===== config.mk =====
export PLATFORM = sky130hd
export DESIGN_NAME = dev_to_maxil_pipe
export DESIGN_NICKNAME = d
export VERILOG_FILES = /design/src/rtl/dev_to_maxil_pipe.sv
export SDC_FILE = /design/constraint.sdc
export NUM_CORES = 1
export LEC_CHECK = 0
export ABC_AREA = 1
export BUFFER_PORTS_ARGS = -buffer_cell sky130_fd_sc_hd__buf_2
export CAP_MARGIN = 20
export CORE_MARGIN = 2
export CORE_UTILIZATION = 44
export CTS_CLUSTER_SIZE = 30
export DETAILED_ROUTE_END_ITERATION = 7
export GPL_TIMING_DRIVEN = 0
export PLACE_DENSITY_LB_ADDON = 0.1
export SKIP_CTS_REPAIR_TIMING = 1
export SLEW_MARGIN = 5
export SYNTH_ARGS = -nofsm -noshare
export SYNTH_HDL_FRONTEND = slang
export SYNTH_SLANG_ARGS = --single-unit

===== constraint.sdc =====
create_clock -name clk -period 2.3 [get_ports clk]
set_input_delay 0.46 -clock clk [delete_from_list [all_inputs] [get_ports clk]]
set_output_delay 0.46 -clock clk [all_outputs]
set_load 0.02 [all_outputs]

===== src/rtl/dev_to_maxil_pipe.sv =====
// Pipelined Ibex device-port to AXI-Lite master bridge with a single issue slot,
// in-order responses, 32/64-bit lane steering and a read-poll throttle.
`timescale 1ns/1ps
module dev_to_maxil_pipe #(
  parameter int ADDR_WIDTH      = 32,
  parameter int AXI_DATA_WIDTH  = 32,
  parameter int MAX_OUTSTANDING = 4,
  parameter int POLL_GAP        = 8,
  localparam int OW = $clog2(MAX_OUTSTANDING + 1),
  localparam int SW = AXI_DATA_WIDTH / 8
) (
  input  logic                      clk,
  input  logic                      rst_n,
  input  logic                      data_req_i,
  input  logic [31:0]               data_addr_i,
  input  logic                      data_we_i,
  input  logic [3:0]                data_be_i,
  input  logic [31:0]               data_wdata_i,
  output logic                      data_gnt_o,
  output logic                      data_rvalid_o,
  output logic                      data_err_o,
  output logic [31:0]               data_rdata_o,
  output logic [ADDR_WIDTH-1:0]     M_AXI_AWADDR,
  output logic                      M_AXI_AWVALID,
  input  logic                      M_AXI_AWREADY,
  output logic [AXI_DATA_WIDTH-1:0] M_AXI_WDATA,
  output logic [SW-1:0]             M_AXI_WSTRB,
  output logic                      M_AXI_WVALID,
  input  logic                      M_AXI_WREADY,
  input  logic [1:0]                M_AXI_BRESP,
  input  logic                      M_AXI_BVALID,
  output logic                      M_AXI_BREADY,
  output logic [ADDR_WIDTH-1:0]     M_AXI_ARADDR,
  output logic                      M_AXI_ARVALID,
  input  logic                      M_AXI_ARREADY,
  input  logic [AXI_DATA_WIDTH-1:0] M_AXI_RDATA,
  input  logic [1:0]                M_AXI_RRESP,
  input  logic                      M_AXI_RVALID,
  output logic                      M_AXI_RREADY,
  output logic [OW-1:0]             outstanding_o
);

  localparam int              CW       = (POLL_GAP > 2) ? $clog2(POLL_GAP) : 1;
  localparam logic            THROTTLE = (POLL_GAP > 1);
  localparam logic [CW-1:0]   CD_LOAD  = THROTTLE ? CW'(POLL_GAP - 1) : {CW{1'b0}};
  localparam logic [OW-1:0]   MAX_OUT  = OW'(MAX_OUTSTANDING);

  logic                       slot_valid_q, slot_valid_d;
  logic                       slot_we_q, slot_we_d;
  logic [31:0]                slot_addr_q, slot_addr_d;
  logic [3:0]                 slot_be_q, slot_be_d;
  logic [31:0]                slot_wdata_q, slot_wdata_d;
  logic                       awvalid_q, awvalid_d;
  logic                       wvalid_q, wvalid_d;
  logic                       arvalid_q, arvalid_d;
  logic [OW-1:0]              out_cnt_q, out_cnt_d;
  logic                       out_we_q, out_we_d;
  logic [CW-1:0]              cooldown_q, cooldown_d;
  logic [MAX_OUTSTANDING-1:0] lane_q, lane_d;
  logic                       rvalid_q, rvalid_d;
  logic                       err_q, err_d;
  logic [31:0]                rdata_q, rdata_d;

  logic                       aw_hs_s, w_hs_s, ar_hs_s, b_hs_s, r_hs_s;
  logic                       resp_ready_s, issue_done_s, dir_ok_s, gnt_s;
  logic [OW-1:0]              lane_idx_s;
  logic [31:0]                rd_lane_s;
  logic                       unused_s;

  assign resp_ready_s = (out_cnt_q != {OW{1'b0}});
  assign aw_hs_s      = awvalid_q & M_AXI_AWREADY;
  assign w_hs_s       = wvalid_q & M_AXI_WREADY;
  assign ar_hs_s      = arvalid_q & M_AXI_ARREADY;
  assign b_hs_s       = M_AXI_BVALID & resp_ready_s;
  assign r_hs_s       = M_AXI_RVALID & resp_ready_s;

  // A write leaves the slot once each of AW and W has either already gone or goes now.
  assign issue_done_s = slot_valid_q & (slot_we_q ?
                        ((~awvalid_q | M_AXI_AWREADY) & (~wvalid_q | M_AXI_WREADY)) : ar_hs_s);

  // Only one direction may be in flight, which keeps B and R responses ordered.
  assign dir_ok_s = ~resp_ready_s | (out_we_q == data_we_i);
  assign gnt_s    = rst_n & data_req_i & ~slot_valid_q & (out_cnt_q < MAX_OUT) & dir_ok_s &
                    (data_we_i | (cooldown_q == {CW{1'b0}}));

  generate
    if (AXI_DATA_WIDTH == 64) begin : g_bus64
      assign M_AXI_WDATA = {slot_wdata_q, slot_wdata_q};
      assign M_AXI_WSTRB = slot_addr_q[2] ? {slot_be_q, 4'b0000} : {4'b0000, slot_be_q};
      assign rd_lane_s   = lane_q[0] ? M_AXI_RDATA[63:32] : M_AXI_RDATA[31:0];
    end else begin : g_bus32
      assign M_AXI_WDATA = slot_wdata_q;
      assign M_AXI_WSTRB = slot_be_q;
      assign rd_lane_s   = M_AXI_RDATA[31:0];
    end
  endgenerate

  // Issue slot and channel valids
  always_comb begin
    slot_we_d    = slot_we_q;
    slot_addr_d  = slot_addr_q;
    slot_be_d    = slot_be_q;
    slot_wdata_d = slot_wdata_q;
    if (gnt_s) begin
      slot_valid_d = 1'b1;
      slot_we_d    = data_we_i;
      slot_addr_d  = data_addr_i;
      slot_be_d    = data_be_i;
      slot_wdata_d = data_wdata_i;
      awvalid_d    = data_we_i;
      wvalid_d     = data_we_i;
      arvalid_d    = ~data_we_i;
    end else begin
      slot_valid_d = slot_valid_q & ~issue_done_s;
      awvalid_d    = awvalid_q & ~aw_hs_s;
      wvalid_d     = wvalid_q & ~w_hs_s;
      arvalid_d    = arvalid_q & ~ar_hs_s;
    end
  end

  // Outstanding count, direction tracking and read cooldown
  always_comb begin
    case ({issue_done_s, b_hs_s | r_hs_s})
      2'b10:   out_cnt_d = out_cnt_q + OW'(1);
      2'b01:   out_cnt_d = out_cnt_q - OW'(1);
      default: out_cnt_d = out_cnt_q;
    endcase
    out_we_d = issue_done_s ? slot_we_q : out_we_q;
    if (THROTTLE && gnt_s && !data_we_i) begin
      cooldown_d = CD_LOAD;
    end else if (cooldown_q != {CW{1'b0}}) begin
      cooldown_d = cooldown_q - CW'(1);
    end else begin
      cooldown_d = cooldown_q;
    end
  end

  // Lane FIFO: one entry per outstanding read, head at bit 0.
  assign lane_idx_s = out_cnt_q - (r_hs_s ? OW'(1) : OW'(0));

  always_comb begin
    lane_d = r_hs_s ? (lane_q >> 1'b1) : lane_q;
    for (int i = 0; i < MAX_OUTSTANDING; i++) begin
      lane_d[i] = (ar_hs_s && (OW'(i) == lane_idx_s)) ? slot_addr_q[2] : lane_d[i];
    end
  end

  // Response capture, presented one cycle after the B/R handshake
  always_comb begin
    rvalid_d = b_hs_s | r_hs_s;
    if (r_hs_s) begin
      err_d   = (M_AXI_RRESP != 2'b00);
      rdata_d = rd_lane_s;
    end else if (b_hs_s) begin
      err_d   = (M_AXI_BRESP != 2'b00);
      rdata_d = 32'h0000_0000;
    end else begin
      err_d   = 1'b0;
      rdata_d = 32'h0000_0000;
    end
  end

  always_ff @(posedge clk or negedge rst_n) begin
    if (!rst_n) begin
      slot_valid_q <= 1'b0;
      slot_we_q    <= 1'b0;
      slot_addr_q  <= 32'h0000_0000;
      slot_be_q    <= 4'h0;
      slot_wdata_q <= 32'h0000_0000;
      awvalid_q    <= 1'b0;
      wvalid_q     <= 1'b0;
      arvalid_q    <= 1'b0;
      out_cnt_q    <= {OW{1'b0}};
      out_we_q     <= 1'b0;
      cooldown_q   <= {CW{1'b0}};
      lane_q       <= {MAX_OUTSTANDING{1'b0}};
      rvalid_q     <= 1'b0;
      err_q        <= 1'b0;
      rdata_q      <= 32'h0000_0000;
    end else begin
      slot_valid_q <= slot_valid_d;
      slot_we_q    <= slot_we_d;
      slot_addr_q  <= slot_addr_d;
      slot_be_q    <= slot_be_d;
      slot_wdata_q <= slot_wdata_d;
      awvalid_q    <= awvalid_d;
      wvalid_q     <= wvalid_d;
      arvalid_q    <= arvalid_d;
      out_cnt_q    <= out_cnt_d;
      out_we_q     <= out_we_d;
      cooldown_q   <= cooldown_d;
      lane_q       <= lane_d;
      rvalid_q     <= rvalid_d;
      err_q        <= err_d;
      rdata_q      <= rdata_d;
    end
  end

  assign data_gnt_o    = gnt_s;
  assign data_rvalid_o = rvalid_q;
  assign data_err_o    = err_q;
  assign data_rdata_o  = rdata_q;
  assign M_AXI_AWADDR  = {slot_addr_q[ADDR_WIDTH-1:2], 2'b00};
  assign M_AXI_ARADDR  = {slot_addr_q[ADDR_WIDTH-1:2], 2'b00};
  assign M_AXI_AWVALID = awvalid_q;
  assign M_AXI_WVALID  = wvalid_q;
  assign M_AXI_ARVALID = arvalid_q;
  assign M_AXI_BREADY  = resp_ready_s;
  assign M_AXI_RREADY  = resp_ready_s;
  assign outstanding_o = out_cnt_q;
  assign unused_s      = ^{slot_addr_q, lane_q};

endmodule


==> flow_summary.toml <==
[outcome]
status = "finished with violations"
violations = "hold timing"

[worst_setup_path]
critPathTopFamily = "flip-flops"
regToRegSetupSlack_ns = 0.38
r2r_start = "outstanding_o[1]$_DFFE_PN0P_"
rr_endpoint = "outstanding_o[2]$_DFFE_PN0P_"
worstRegToRegCells = 9
slowest_delay_ns = 0.39
worst-path-max-fanout = 13
end_kind = "output port"
arrival_ns = 1.67
critPathBufInv = 3
crit_required_ns = 1.84
path_class = "reg2out"
crit_path_start_kind = "flip-flop"
slowest_stage = "dfrtp_1"
path_cells = "inv_1 -> ha_1 -> a21oi_1 -> nor2_2 -> nand2_4 -> inv_8 -> buf_2"

[logic_synthesis]
synth_top_area_share_pct = 61.9
syn_area_per_cell_sq_um = 9.07
ys_ff_latch = 112
netlist_instances = 499
synth_area_leaders = "dfrtp_1 (62%), nand2_1 (18%), buf_4 (5.8%)"
netlist_area_sq_mm = 0.00453
synth-seq-area-share_pct = 61.9
yosys.area.top_type = "dfrtp_1"
synthDistinctLibCells = 22
ys_warn_count = 0

[clock_network]
clkLatencyLatePin_ns = 0.36
clkTransAtPathRegs_ns = 0.10
cts.sinks = 112
cts_buffers = 9
clockRootBuffer = "clkbuf_8"
clockBufferDepth = 2
cts_tree = "yes"
cts_max_level = 3

[detailed_routing]
vias_per_cell = 4.30
routedWlPerCell_um = 12.5
dr_total_vias = 3890
wl_um = 11300
drc = 0
dr.pass1.iters = 5
ant_nets = 0
drt_iter0_drc = 214

[sta]
post-route-min-period_ns = 2.13
setup_slack_ns = 0.173
final-hold-violation-count = 2
setup_violations = 0
fmax_ghz = 0.470
setup-tns-final_ns = 0
post-route-period-util_pct = 92.5
skew_ns = 0.00727
drv_slew = 0
rsz0062_at_grt = "no"
whs_ns = -0.0123

[grt]
gr-usage-all-layers_pct = 20.6
antenna_found_initial = 0
grt_max_degree = 59
gr-total-overflow = 0
grt_first_pass_wirelength_um = 18000
grt_pass1_vias = 3768

[final_layout]
fillCellCount = 899
drive_gt1_share_pct = 41.7
regArea_sq_mm = 0.00280
final_area_sq_mm = 0.00622
diodes = 0
multiInputGateArea_sq_mm = 0.00118
area_growth_pct = 37.5
fin_nets = 881

[pwr]
power_mw = 8.07
p_leak_nw = 3.90
power.density_mw_per_mm2 = 1300
ir_drop_v = 0.000507

[die]
initial_core_util_pct = 44.7
boundaryPins = 256
coreArea_sq_mm = 0.0101
fp.dieArea_sq_mm = 0.0111
fp.dieH_um = 105
die_w_um = 105
core.rowCount = 37

[min_path]
hold_path.class = "in2async"

[place]
dp_hpwl_um = 8730
routabilityCongestion = 0.781
pre_cts_ws_ns = -0.292
dpl_cell_area_sq_mm = 0.00599
io_buffers = 249

[flow_run]
drv_cap = 0
[cells in the final DEF (no fill, tap or decap), types with 2 or more instances in the layout]
| cell | instances |
|---|---|
| buf_2 | 256 |
| nand2_1 | 217 |
| dfrtp_1 | 112 |
| inv_1 | 50 |
| buf_4 | 37 |
| nor2_1 | 34 |
| clkbuf_8 | 11 |
| o21ai_0 | 7 |
| a21oi_1 | 5 |
| nand3_1 | 5 |
| clkbuf_1 | 4 |
| buf_6 | 4 |
| conb_1 | 4 |
| ha_1 | 3 |
| inv_2 | 2 |
| xnor2_1 | 2 |
| clkinvlp_4 | 2 |
| clkinv_2 | 2 |
[layout make-up]
type                       instances  area share, %
clock inverter                     5          0.885
inverter                          53           3.32
sequential                       112           45.0
multi-input combinational        285           18.9
timing repair buffer             252           20.9
clock buffer                      11           2.43
tap                              136           2.73
buffer                            51           5.83
[worst max-delay path by stage]
stage	to	slack, ns	depth (start not counted)	from
after floorplan	outstanding_o[2]$_DFFE_PN0P_	0.35	9	outstanding_o[1]$_DFFE_PN0P_
after global routing	data_gnt_o	0.02	7	cooldown_q[0]$_DFFE_PN0P_
final	data_gnt_o	0.17	7	cooldown_q[0]$_DFFE_PN0P_
after CTS	data_gnt_o	-0.30	9	rst_n
after detailed placement	data_gnt_o	-0.29	9	rst_n
after global placement	data_gnt_o	-1.81	9	rst_n
[metrics by stage]
step,cells,utilization (%),hold slack (ns)
2_1_floorplan,502,-,0.164
3_3_place_gp,887,58.7,0.458
3_5_place_dp,888,59.1,0.451
4_1_cts,904,61.1,0.0453
5_1_grt,905,61.4,0.00367
6_report,905,61.4,-0.0123
[sequential cells by signal, indices dropped and copies added, names as in the netlist, 3 cells and up]
signal	flops
M_AXI_WDATA	32
outstanding_o	3
data_rdata_o	32
cooldown_q	3
slot_addr_q	30
M_AXI_WSTRB	4
[cells in the mapped netlist, drive strengths merged]
cell,count
a21oi,5
buf,48
clkbuf,4
conb,1
dfrtp,112
fa,1
ha,3
inv,53
nand2,218
nand3,6
nand3b,1
nor2,35
o211ai,1
o21a,1
o21ai,7
xnor2,2
xor2,1
[where the power goes]
part,switching [mW],internal (mW)
combinational,2.34,1.43
clock,0.642,0.560
sequential,0.411,2.67
[layer usage]
metal / GRT usage [%] / wire [um] / vias to the layer above
met5: 0 / 0 / -
met3: 5.94 / 998 / 15
met2: 33.9 / 5320 / 169
li1: - / - / 1957
met4: 7.71 / 202 / 0
met1: 25.7 / 4780 / 1749
[cell families after synthesis]
logic type               Yosys count  synth area share [%]
AO/OA/AOI/OAI                     14                  1.66
XOR/XNOR                           3                 0.581
adder cells (fa/ha/maj)            4                  1.27
buffers and inverters            105                  12.5
flip-flops                       112                  61.9
other                              1                0.0828
AND/OR/NAND/NOR                  260                  22.0
Note: power is estimated with default switching activity, not from simulation.
